### config.mk
export PLATFORM = sky130hd
export DESIGN_NAME = seq_pattern_ctrl
export DESIGN_NICKNAME = d
export VERILOG_FILES = /design/src/rtl/seq_pattern_ctrl.sv
export SDC_FILE = /design/constraint.sdc
export NUM_CORES = 1
export LEC_CHECK = 0
export CORE_AREA = 2 2 57 85
export DETAILED_ROUTE_END_ITERATION = 7
export DIE_AREA = 0 0 59 87
export GPL_ROUTABILITY_DRIVEN = 0
export PLACE_DENSITY_LB_ADDON = 0.3
export SLEW_MARGIN = 20
export SYNTH_ARGS = -nofsm -noshare
export SYNTH_HDL_FRONTEND = slang
export SYNTH_SLANG_ARGS = --single-unit
### constraint.sdc
create_clock -name clk -period 6.7 [get_ports clk]
set_input_delay 2.01 -clock clk [delete_from_list [all_inputs] [get_ports clk]]
set_output_delay 2.01 -clock clk [all_outputs]
set_load 0.01 [all_outputs]
### src/rtl/seq_pattern_ctrl.sv
// Programmable serial-pattern detector: configurable pattern/length/target, IDLE/RUN/DONE sequencing.
// Define SEQ_PATTERN_NONOVERLAP_EN to clear the bit history on every match (non-overlapping detection).
module seq_pattern_ctrl #(
  parameter  int MAX_LEN = 8,
  parameter  int CNT_W   = 8,
  localparam int LEN_W   = $clog2(MAX_LEN) + 1
) (
  input  logic               clk,
  input  logic               rst,
  input  logic               cfg_wr,
  input  logic [MAX_LEN-1:0] cfg_pattern,
  input  logic [LEN_W-1:0]   cfg_len,
  input  logic [CNT_W-1:0]   cfg_target,
  input  logic               start,
  input  logic               abort,
  input  logic               x,
  input  logic               x_valid,
  output logic               match,
  output logic [CNT_W-1:0]   match_cnt,
  output logic               busy,
  output logic               done,
  output logic               cfg_err
);

  typedef enum logic [1:0] {
    S_IDLE,
    S_RUN,
    S_DONE
  } state_t;

  localparam logic [MAX_LEN-1:0] RST_PATTERN = MAX_LEN'(4'b1011);
  localparam logic [LEN_W-1:0]   RST_LEN     = LEN_W'(4);
  localparam logic [LEN_W-1:0]   FILL_MAX    = LEN_W'(MAX_LEN);

  state_t             state, state_next;
  logic [MAX_LEN-1:0] history, pattern;
  logic [LEN_W-1:0]   fill, len;
  logic [CNT_W-1:0]   target;

  logic [MAX_LEN-1:0] new_hist, mask;
  logic [LEN_W-1:0]   new_fill;
  logic [CNT_W-1:0]   cnt_inc;
  logic               hit, cfg_load, cfg_bad, run_start, shift, accept;

  // NOTE: every always_comb output gets a default first so no path leaves a value unassigned (no latches).
  always_comb begin
    state_next = state;
    cfg_load   = 1'b0;
    cfg_bad    = 1'b0;
    run_start  = 1'b0;
    shift      = 1'b0;
    accept     = 1'b0;

    new_hist = {history[MAX_LEN-2:0], x};
    new_fill = (fill == FILL_MAX) ? fill : fill + 1'b1;
    for (int i = 0; i < MAX_LEN; i++) begin
      mask[i] = (i < int'(len));
    end
    hit     = (((new_hist ^ pattern) & mask) == '0) && (new_fill >= len);
    cnt_inc = (&match_cnt) ? match_cnt : match_cnt + 1'b1;

    case (state)
      S_IDLE: begin
        // A config write always wins over a coincident start.
        if (cfg_wr) begin
          if (cfg_len == '0 || cfg_len > FILL_MAX) cfg_bad  = 1'b1;
          else                                     cfg_load = 1'b1;
        end else if (start) begin
          run_start  = 1'b1;
          state_next = S_RUN;
        end
      end
      S_RUN: begin
        if (abort) begin
          state_next = S_IDLE;
        end else if (x_valid) begin
          shift = 1'b1;
          if (hit) begin
            accept = 1'b1;
            if (target != '0 && cnt_inc == target) state_next = S_DONE;
          end
        end
      end
      S_DONE:  state_next = S_IDLE;
      default: state_next = S_IDLE;
    endcase
  end

  // NOTE: sequential state uses non-blocking assignments so all registers update from pre-edge values.
  always_ff @(posedge clk) begin
    if (rst) begin
      state     <= S_IDLE;
      history   <= '0;
      fill      <= '0;
      pattern   <= RST_PATTERN;
      len       <= RST_LEN;
      target    <= '0;
      match     <= 1'b0;
      match_cnt <= '0;
      cfg_err   <= 1'b0;
    end else begin
      state   <= state_next;
      match   <= accept;
      cfg_err <= cfg_bad;
      if (cfg_load) begin
        pattern <= cfg_pattern;
        len     <= cfg_len;
        target  <= cfg_target;
      end
      if (run_start) begin
        history   <= '0;
        fill      <= '0;
        match_cnt <= '0;
      end
      if (shift) begin
        history <= new_hist;
        fill    <= new_fill;
      end
      if (accept) begin
        match_cnt <= cnt_inc;
`ifdef SEQ_PATTERN_NONOVERLAP_EN
        history <= '0;
        fill    <= '0;
`endif
      end
    end
  end

  assign busy = (state == S_RUN);
  assign done = (state == S_DONE);

endmodule

# [Word-level counts from Yosys, hierarchy flattened]
# Cells that the tools add are included.
[word_totals] out_inout_bits=12 latchBits=0 regBits=43 word_cells=74 mem_bits_ro=0 mem_bits_rw=0 n_memories=0
[classes] order_cmp=10 multipliers=0 n_mux=28 addsub=2 bitwise=4 n_eq_ne=9 div_mod_pow=0 reduce_logical=12 shift=0
[op_table] operator="8-bit 2-to-1 mux" n=3
[op_table] operator="3-bit by 4-bit < comparator with 1-bit output, first input constant" n=4
[op_table] operator="1-bit 2-to-1 mux" n=14
[op_table] operator="2-bit 2-to-1 mux" n=6
[op_table] operator="4-bit 2-to-1 mux" n=3
[op_table] operator="8-bit by 1-bit adder with 8-bit output, second input constant" n=1
[op_table] operator="8-bit bitwise AND" n=1
[op_table] operator="8-bit equality test" n=1
[op_table] operator="8-bit zero test" n=1
[op_table] operator="1-bit by 4-bit < comparator with 1-bit output, first input constant" n=2
[op_table] operator="2-bit by 4-bit < comparator with 1-bit output, first input constant" n=2
[op_table] operator="8-bit AND reduction" n=1
[op_table] operator="8-bit nonzero test" n=1
[op_table] operator="8-bit bitwise XOR" n=1
[op_table] operator="7-bit 2-to-1 mux" n=1
[op_table] operator="3-bit by 2-bit inequality test with 1-bit output, second input constant" n=2
[op_table] operator="5-bit AND reduction" n=1
[op_table] operator="4-bit by 1-bit adder with 4-bit output, second input constant" n=1
[op_table] operator="4-bit equality test, second input constant" n=1
[op_table] operator="4-bit greater-or-equal comparator" n=1
[op_table] operator="4-bit > comparator, second input constant" n=1
[op_table] operator="4-bit zero test" n=1
[op_table] operator="2-bit inequality test, second input constant" n=2
[op_table] operator="2-bit case mux with 2 select lines" n=1
[op_table] operator="other kinds (9)" n=12

# [Logic depth before layout (Yosys ltp)]
# Gate-level depths: netlist of run 1.
[logic_depth] depth_word=9 ltp_mapped=12 ltp_nobuf=11

# [Worst setup path after synthesis of run 1]
# Ideal clock, no wire load.
[synth_timing] path_kind="input to register" from="in cfg_len[0]" to="reg pattern[2]" n_path_buf=2 path_slack_ps=3279 stages=7 required_time_ps=6630 arrival_ps=3351 cell_sequence="nor3_1 -> xnor2_1 -> nor2b_1 -> clkbuf_1 -> clkbuf_1 -> nand2_1 -> a21oi_1"
[synth_via] elab_chain_len=5 word_cells_on_any_way=6 classes_between="order compare (1); mux (3); reduce/logical (2)"
[synth_lines] element="start: declaration" line="12" rtl="input logic [LEN_W-1:0] cfg_len,"
[synth_lines] element="4-bit > comparator or 4-bit zero test (tied branches)" line="66" rtl="if (cfg_len == '0 || cfg_len > FILL_MAX) cfg_bad = 1'b1;"
[synth_lines] element="1-bit logical OR (*)" line="66"
[synth_lines] element="1-bit 2-to-1 mux (*)" line="66"
[synth_lines] element="1-bit 2-to-1 mux (*)" line="65" rtl="if (cfg_wr) begin"
[synth_lines] element="1-bit 2-to-1 mux (*)" line="62" rtl="case (state)"
[synth_lines] element="end signal: assignment" line="106" rtl="pattern <= cfg_pattern;"
[synth_lines] element="end: declaration" line="36" rtl="logic [MAX_LEN-1:0] history, pattern;"
# Every way passes the cells marked *; elsewhere a longest branch is shown, timed or not.
# A chain may end at the register's enable or synchronous reset.

# [Worst setup path in the final report of run 1]
[layout_timing] from="in abort" to="reg match_cnt[5]"
[layout_via] elab_chain_len=3 word_cells_on_any_way=4 classes_between="mux (3); reduce/logical (1)"
[layout_lines] element="start: declaration" line="15" rtl="input logic abort,"
[layout_lines] element="1-bit 2-to-1 mux (*)" line="74" rtl="if (abort) begin"
[layout_lines] element="1-bit 2-to-1 mux (*)" line="62"
[layout_lines] element="8-bit 2-to-1 mux or 2-bit nonzero test (tied branches)"
[layout_lines] element="end signal: assignment" line="120" rtl="match_cnt <= cnt_inc;"
[layout_lines] element="end: declaration" line="19" rtl="output logic [CNT_W-1:0] match_cnt,"
# Marks and branches as above.

==> impl_metrics.tcl, run 1 <==
set metrics [dict create \
    rsz0062_at_grt "no" \
    via_count 2282 \
    multi_input_area_um2 1430 \
    rr_worst_depth 11 \
    die_h_um 87 \
    vias_per_cell 6.05 \
    avgSynthCellArea_um2 8.05 \
    hold_buffers 0 \
    crit_fanout 17 \
    setup.worst_path.end_class "flop" \
    diodes 0 \
    critical_path_class "input pin to flop" \
    synthXorXnorAreaFrac_pct 6.55 \
    synth_mux_area_share_pct 0 \
    synth-main-ff-cell "dfxtp_1" \
    nets 362 \
    critPathArrivalTime_ps 4150 \
    crit_start "abort" \
    synth_top_family_by_area "simple AND/OR/NAND/NOR gates" \
    endpoint "match_cnt[5]" \
    syn_to_final_growth_pct 19.1 \
    placementRows 30 \
    min_period_ps 3930 \
    grt_max_degree 41 \
    n_fill_cell 396 \
    async_flop_share_pct 0 \
    ctsResizeCount 0 \
    ir_worst_vdd_v 0.000172 \
    crit_required_ps 6930 \
    setup_tns_ps 0 \
    dieArea_um2 5130 \
    slew_headroom_pct 51.4 \
    hold_viol 0 \
    synth-simple-area-share_pct 27.1 \
    synth-compound-area-share_pct 22.3 \
    start_util_pct 54.3 \
    core_um2 4430 \
    cts_setup_buffers 0 \
    tightest_slew_ps 727 \
    hpwl_um 4230 \
    syn_inst 299 \
    min_period_over_period_pct 58.6 \
    drive_gt1_share_pct 6.08 \
    dr.pass1.iters 4 \
    r2r-end "match_cnt[5]" \
    stdcell_count 377 \
    antenna_found_initial 0 \
    chipWidth_um 59 \
    grtUsageMet1_pct 25.9 \
    io-pin-count 39 \
    synthAdderAreaFrac_pct 3.64 \
    skew_ps 3.16 \
    grt_usage_pct 24.3 \
    drv_cap 0 \
    clock_path_buffers 2 \
    p_leak_nw 1.00 \
    drt_wl_total_um 5680 \
    outcome "finished, final reports clean" \
    drt-initial-drc-count 128 \
    final-setup-viol-count 0 \
    clockRootBuffer "clkbuf_8" \
    timing.rr.start "fill[0]" \
    seq_area_um2 861 \
    synth.ff_latch_count 43 \
    cts.sinks 43 \
    layout_common_cells "56 x nand2_1, 43 x dfxtp_1, 38 x clkdlybuf4s50_1" \
    use_met3_pct 3.71 \
    yosysWarnings 0 \
    drtAntennaViolNets 0 \
    grt_pass1_wl_um 9640 \
    power_density_nw_per_um2 176 \
    portBuffers 38 \
    reg2reg_slack_ps 3650 \
    clkLatencyLatePin_ps 300 \
    ys_seq_area_share_pct 35.8 \
    synth.distinct_cells 57 \
    gr-total-overflow 0 \
    drc 0 \
    cts_made_buffers 5 \
    layout_setup_ws_ps 2770 \
    slew_violations 0 \
    top_usage_layer "met2" \
    path_clk_slew_ps 80 \
    start_kind "input pin" \
    htreeDepth 2 \
    final_common_cell "nand2_1" \
    cts_tree "built" \
    dp_slack_ps 2460 \
    synth_nets 333 \
    total_power_mw 0.503 \
    synth_area_um2 2410 \
    synth_edf_count 0 \
    hp-class "flop to flop" \
    grt_pass1_vias 2217 \
    dpl.cell_count 369 \
    wl_per_cell_um 15.1 \
    grt_use_met2_pct 44.9 \
    fmax_ghz 0.255 \
]
[routing by layer]
layer | wire, um | vias up
li1 | - | 1127
met1 | 2180 | 1064
met2 | 3100 | 78
met3 | 222 | 13
met4 | 178 | 0
met5 | 0 | -
[kinds of logic (layout without fill, tap and decap cells)]
logic type / count (synthesis) / in the layout
XOR/XNOR: 18 / 18
adder cells (fa/ha/maj): 7 / 7
buffers and inverters: 26 / 56
AO/OA/AOI/OAI: 75 / 75
flip-flops: 43 / 43
AND/OR/NAND/NOR: 130 / 130
[worst min path at each step]
stage	from	endpoint	slack, ps	cells past startpoint
2_1_floorplan	pattern[6]	pattern[6]	450	2
3_3_place_gp	pattern[4]	pattern[4]	450	2
3_5_place_dp	pattern[4]	pattern[4]	470	2
4_1_cts	pattern[4]	pattern[4]	480	2
5_1_grt	pattern[4]	pattern[4]	500	2
6_report	pattern[5]	pattern[5]	480	2
[per-stage QoR]
step | cell area [um^2] | hold WS (ps) | utilization [%]
after global routing | 2870 | 502 | 64.7
final | 2870 | 476 | 64.7
after CTS | 2870 | 478 | 64.7
after global placement | 2780 | 454 | 62.8
after floorplan | 2410 | 448 | -
after detailed placement | 2780 | 467 | 62.8
[Yosys cell counts (2+ instances only)]
master    number  share of area [%]
a211oi_1       5                1.6
a211oi_2       2                1.0
a21oi_1       32                6.7
a31oi_1        4                1.0
and2_1         4                1.0
and3_1         4                1.0
and4_1         2               0.73
buf_2          2               0.42
clkbuf_1      13                2.0
dfxtp_1       43                 36
ha_1           7                3.6
inv_1          8                1.2
nand2_1       56                8.7
nand3_1       18                3.7
nand3b_1       7                2.2
nand4_1        5                1.3
nor2_1        11                1.7
nor2b_1        7                1.8
nor3_1         4               0.83
nor3b_1        2               0.62
nor4_1         4                1.0
o211ai_1       2               0.62
o21ai_0        6                1.2
o41ai_1        2               0.73
xnor2_1        9                3.3
xor2_1         9                3.3
[area by class of cell]
type,count,share of cell area (%)
tap,48,2.10
timing repair buffer,40,13.8
clock inverter,2,0.437
clock buffer,6,2.53
multi-input combinational,230,50.0
inverter,8,1.05
sequential,43,30.0
[flip-flops by register name (all words and copies together), names as in the netlist]
register,cells
target,8
state,2
match,1
len,4
pattern,8
fill,4
match_cnt,8
history,7
cfg_err,1
[where the power goes]
| part | switching [mW] | internal [mW] | leakage, nW |
|---|---|---|---|
| clock network | 0.0918 | 0.0729 | 0.0412 |
| registers | 0.00874 | 0.263 | 0.349 |
| logic | 0.0323 | 0.0340 | 0.614 |
| total | 0.133 | 0.370 | 1.00 |
[worst max-delay path, cell delays in order]
cell and delay [ps]:
clkdlybuf4s50_1 400, nor2b_1 250, nand2_1 340, a211oi_4 680
a41oi_1 240, a211oi_2 230
Power figures use the tool's default switching activity.
==> inputs of run 2 (changes only) <==
--- a/config.mk
+++ b/config.mk
@@ -5,9 +5,9 @@
 export SDC_FILE = /design/constraint.sdc
 export NUM_CORES = 1
 export LEC_CHECK = 0
-export CORE_AREA = 2 2 57 85
+export CORE_AREA = 2 2 59 88
 export DETAILED_ROUTE_END_ITERATION = 7
-export DIE_AREA = 0 0 59 87
+export DIE_AREA = 0 0 61 90
 export GPL_ROUTABILITY_DRIVEN = 0
 export PLACE_DENSITY_LB_ADDON = 0.3
 export SLEW_MARGIN = 20
==> constraint.sdc (replaced) <==
create_clock -name clk -period 3.7 [get_ports clk]
set_input_delay 1.11 -clock clk [delete_from_list [all_inputs] [get_ports clk]]
set_output_delay 1.11 -clock clk [all_outputs]
set_load 0.01 [all_outputs]
==> run 2 against run 1 <==
- wire length rose by 1.5%
- die area rose by 7.0%
- clock skew rose by 2.1 ps
- worst setup slack got worse by 1900 ps
- combinational power rose by 89%
- largest cell class unchanged
- highest routed layer unchanged
==> impl_metrics.tcl, run 2 (synthesis gave the netlist of run 1 again) <==
set metrics [dict create \
    reg2reg_slack_ps 880 \
    rsz0062_at_grt "no" \
    clkLatencyLatePin_ps 300 \
    hold_buffers 0 \
    crit_start "abort" \
    timing.rr.start "fill[0]" \
    power_density_nw_per_um2 319 \
    min_period_over_period_pct 76.4 \
    grt_pass1_wl_um 9680 \
    drive_gt1_share_pct 7.21 \
    dpl_cell_area_um2 2830 \
    drtAntennaViolNets 0 \
    io-pin-count 39 \
    ir_worst_vdd_v 0.000275 \
    stdcell_count 399 \
    drv_cap 0 \
    r2r-end "match_cnt[2]" \
    chipWidth_um 61 \
    total_power_mw 0.933 \
    nets 366 \
    portBuffers 38 \
    final-setup-viol-count 0 \
    diodes 0 \
    cts.sinks 43 \
    skew_ps 5.27 \
    core_um2 4770 \
    min_period_ps 2830 \
    htreeDepth 2 \
    cts_made_buffers 5 \
    placementRows 31 \
    setup.worst_path.end_class "flop" \
    outcome "finished, final reports clean" \
    tightest_slew_ps 585 \
    via_count 2270 \
    hold_viol 0 \
    critPathArrivalTime_ps 3040 \
    drt-initial-drc-count 185 \
    clockRootBuffer "clkbuf_8" \
    start_kind "input pin" \
    grt_max_degree 40 \
    vias_per_cell 5.69 \
    rr_worst_depth 12 \
    gr-total-overflow 0 \
    antenna_found_initial 0 \
    holdWs_ps 474 \
    dieArea_um2 5490 \
    syn_to_final_growth_pct 21.7 \
    grt_usage_pct 22.5 \
    fmax_ghz 0.354 \
    p_leak_nw 1.03 \
    die_h_um 90 \
    critical_path_class "input pin to flop" \
    hp-class "flop to flop" \
    reg_top3 "match_cnt x8, pattern x8, target x8" \
    endpoint "match_cnt[2]" \
    dr.pass1.iters 4 \
    path_clk_slew_ps 80 \
    wl_per_cell_um 14.4 \
    hpwl_um 4330 \
    slew_violations 0 \
    slew_headroom_pct 60.9 \
    drc 0 \
    grt_pass1_vias 2158 \
    final_area_um2 2930 \
    drt_wl_total_um 5770 \
    crit_fanout 14 \
    layout_common_cells "56 x nand2_1, 43 x dfxtp_1, 38 x clkdlybuf4s50_1" \
    dpl.cell_count 391 \
    start_util_pct 50.4 \
    final_common_cell "nand2_1" \
    clock_path_buffers 2 \
    setup_tns_ps 0 \
    cts_tree "built" \
    crit_required_ps 3910 \
    cts_setup_buffers 0 \
    ctsResizeCount 0 \
]
-- run 2: worst min path at each step --
stage               slack [ps]        from  cells past startpoint    endpoint
finish                     470  pattern[2]                      2  pattern[2]
global route               510  pattern[4]                      2  pattern[4]
CTS                        480  pattern[2]                      2  pattern[2]
detailed placement         470  pattern[2]                      2  pattern[2]
global placement           460  pattern[4]                      2  pattern[4]
floorplan                  450  pattern[6]                      2  pattern[6]
-- run 2: report_power, final --
group | internal, mW | total, mW | switching (mW)
Clock | 0.153 | 0.315 | 0.162
Sequential | 0.477 | 0.493 | 0.0165
Combinational | 0.0644 | 0.125 | 0.0609
-- run 2: routing by layer --
layer | share of wire (%) | GRT usage (%)
met5 | 0 | 0
met4 | 2.4 | 9.06
met3 | 3.1 | 3.31
met2 | 54 | 39.9
met1 | 40 | 25.7
-- run 2: critical path: stages --
cell	delay, ps
clkdlybuf4s50_1	390
nor2b_1	260
nand2_1	340
a211oi_4	320
buf_4	250
a21oi_1	100
a211oi_1	260
-- run 2: per-stage QoR --
stage	worst slack, ps	utilization [%]
after global placement	642	59.4
after floorplan	1180	-
after global routing	603	61.4
final	873	61.4
after CTS	864	61.4
after detailed placement	553	59.4
-- run 2: area by class of cell --
class	instances	area, um^2
Clock inverter	1	8.76
Timing Repair Buffer	44	425
Fill cell	439	1840
Clock buffer	7	86.3
Tap cell	66	82.6
Inverter	8	30.0
Sequential cell	43	861
Multi-Input combinational cell	230	1430
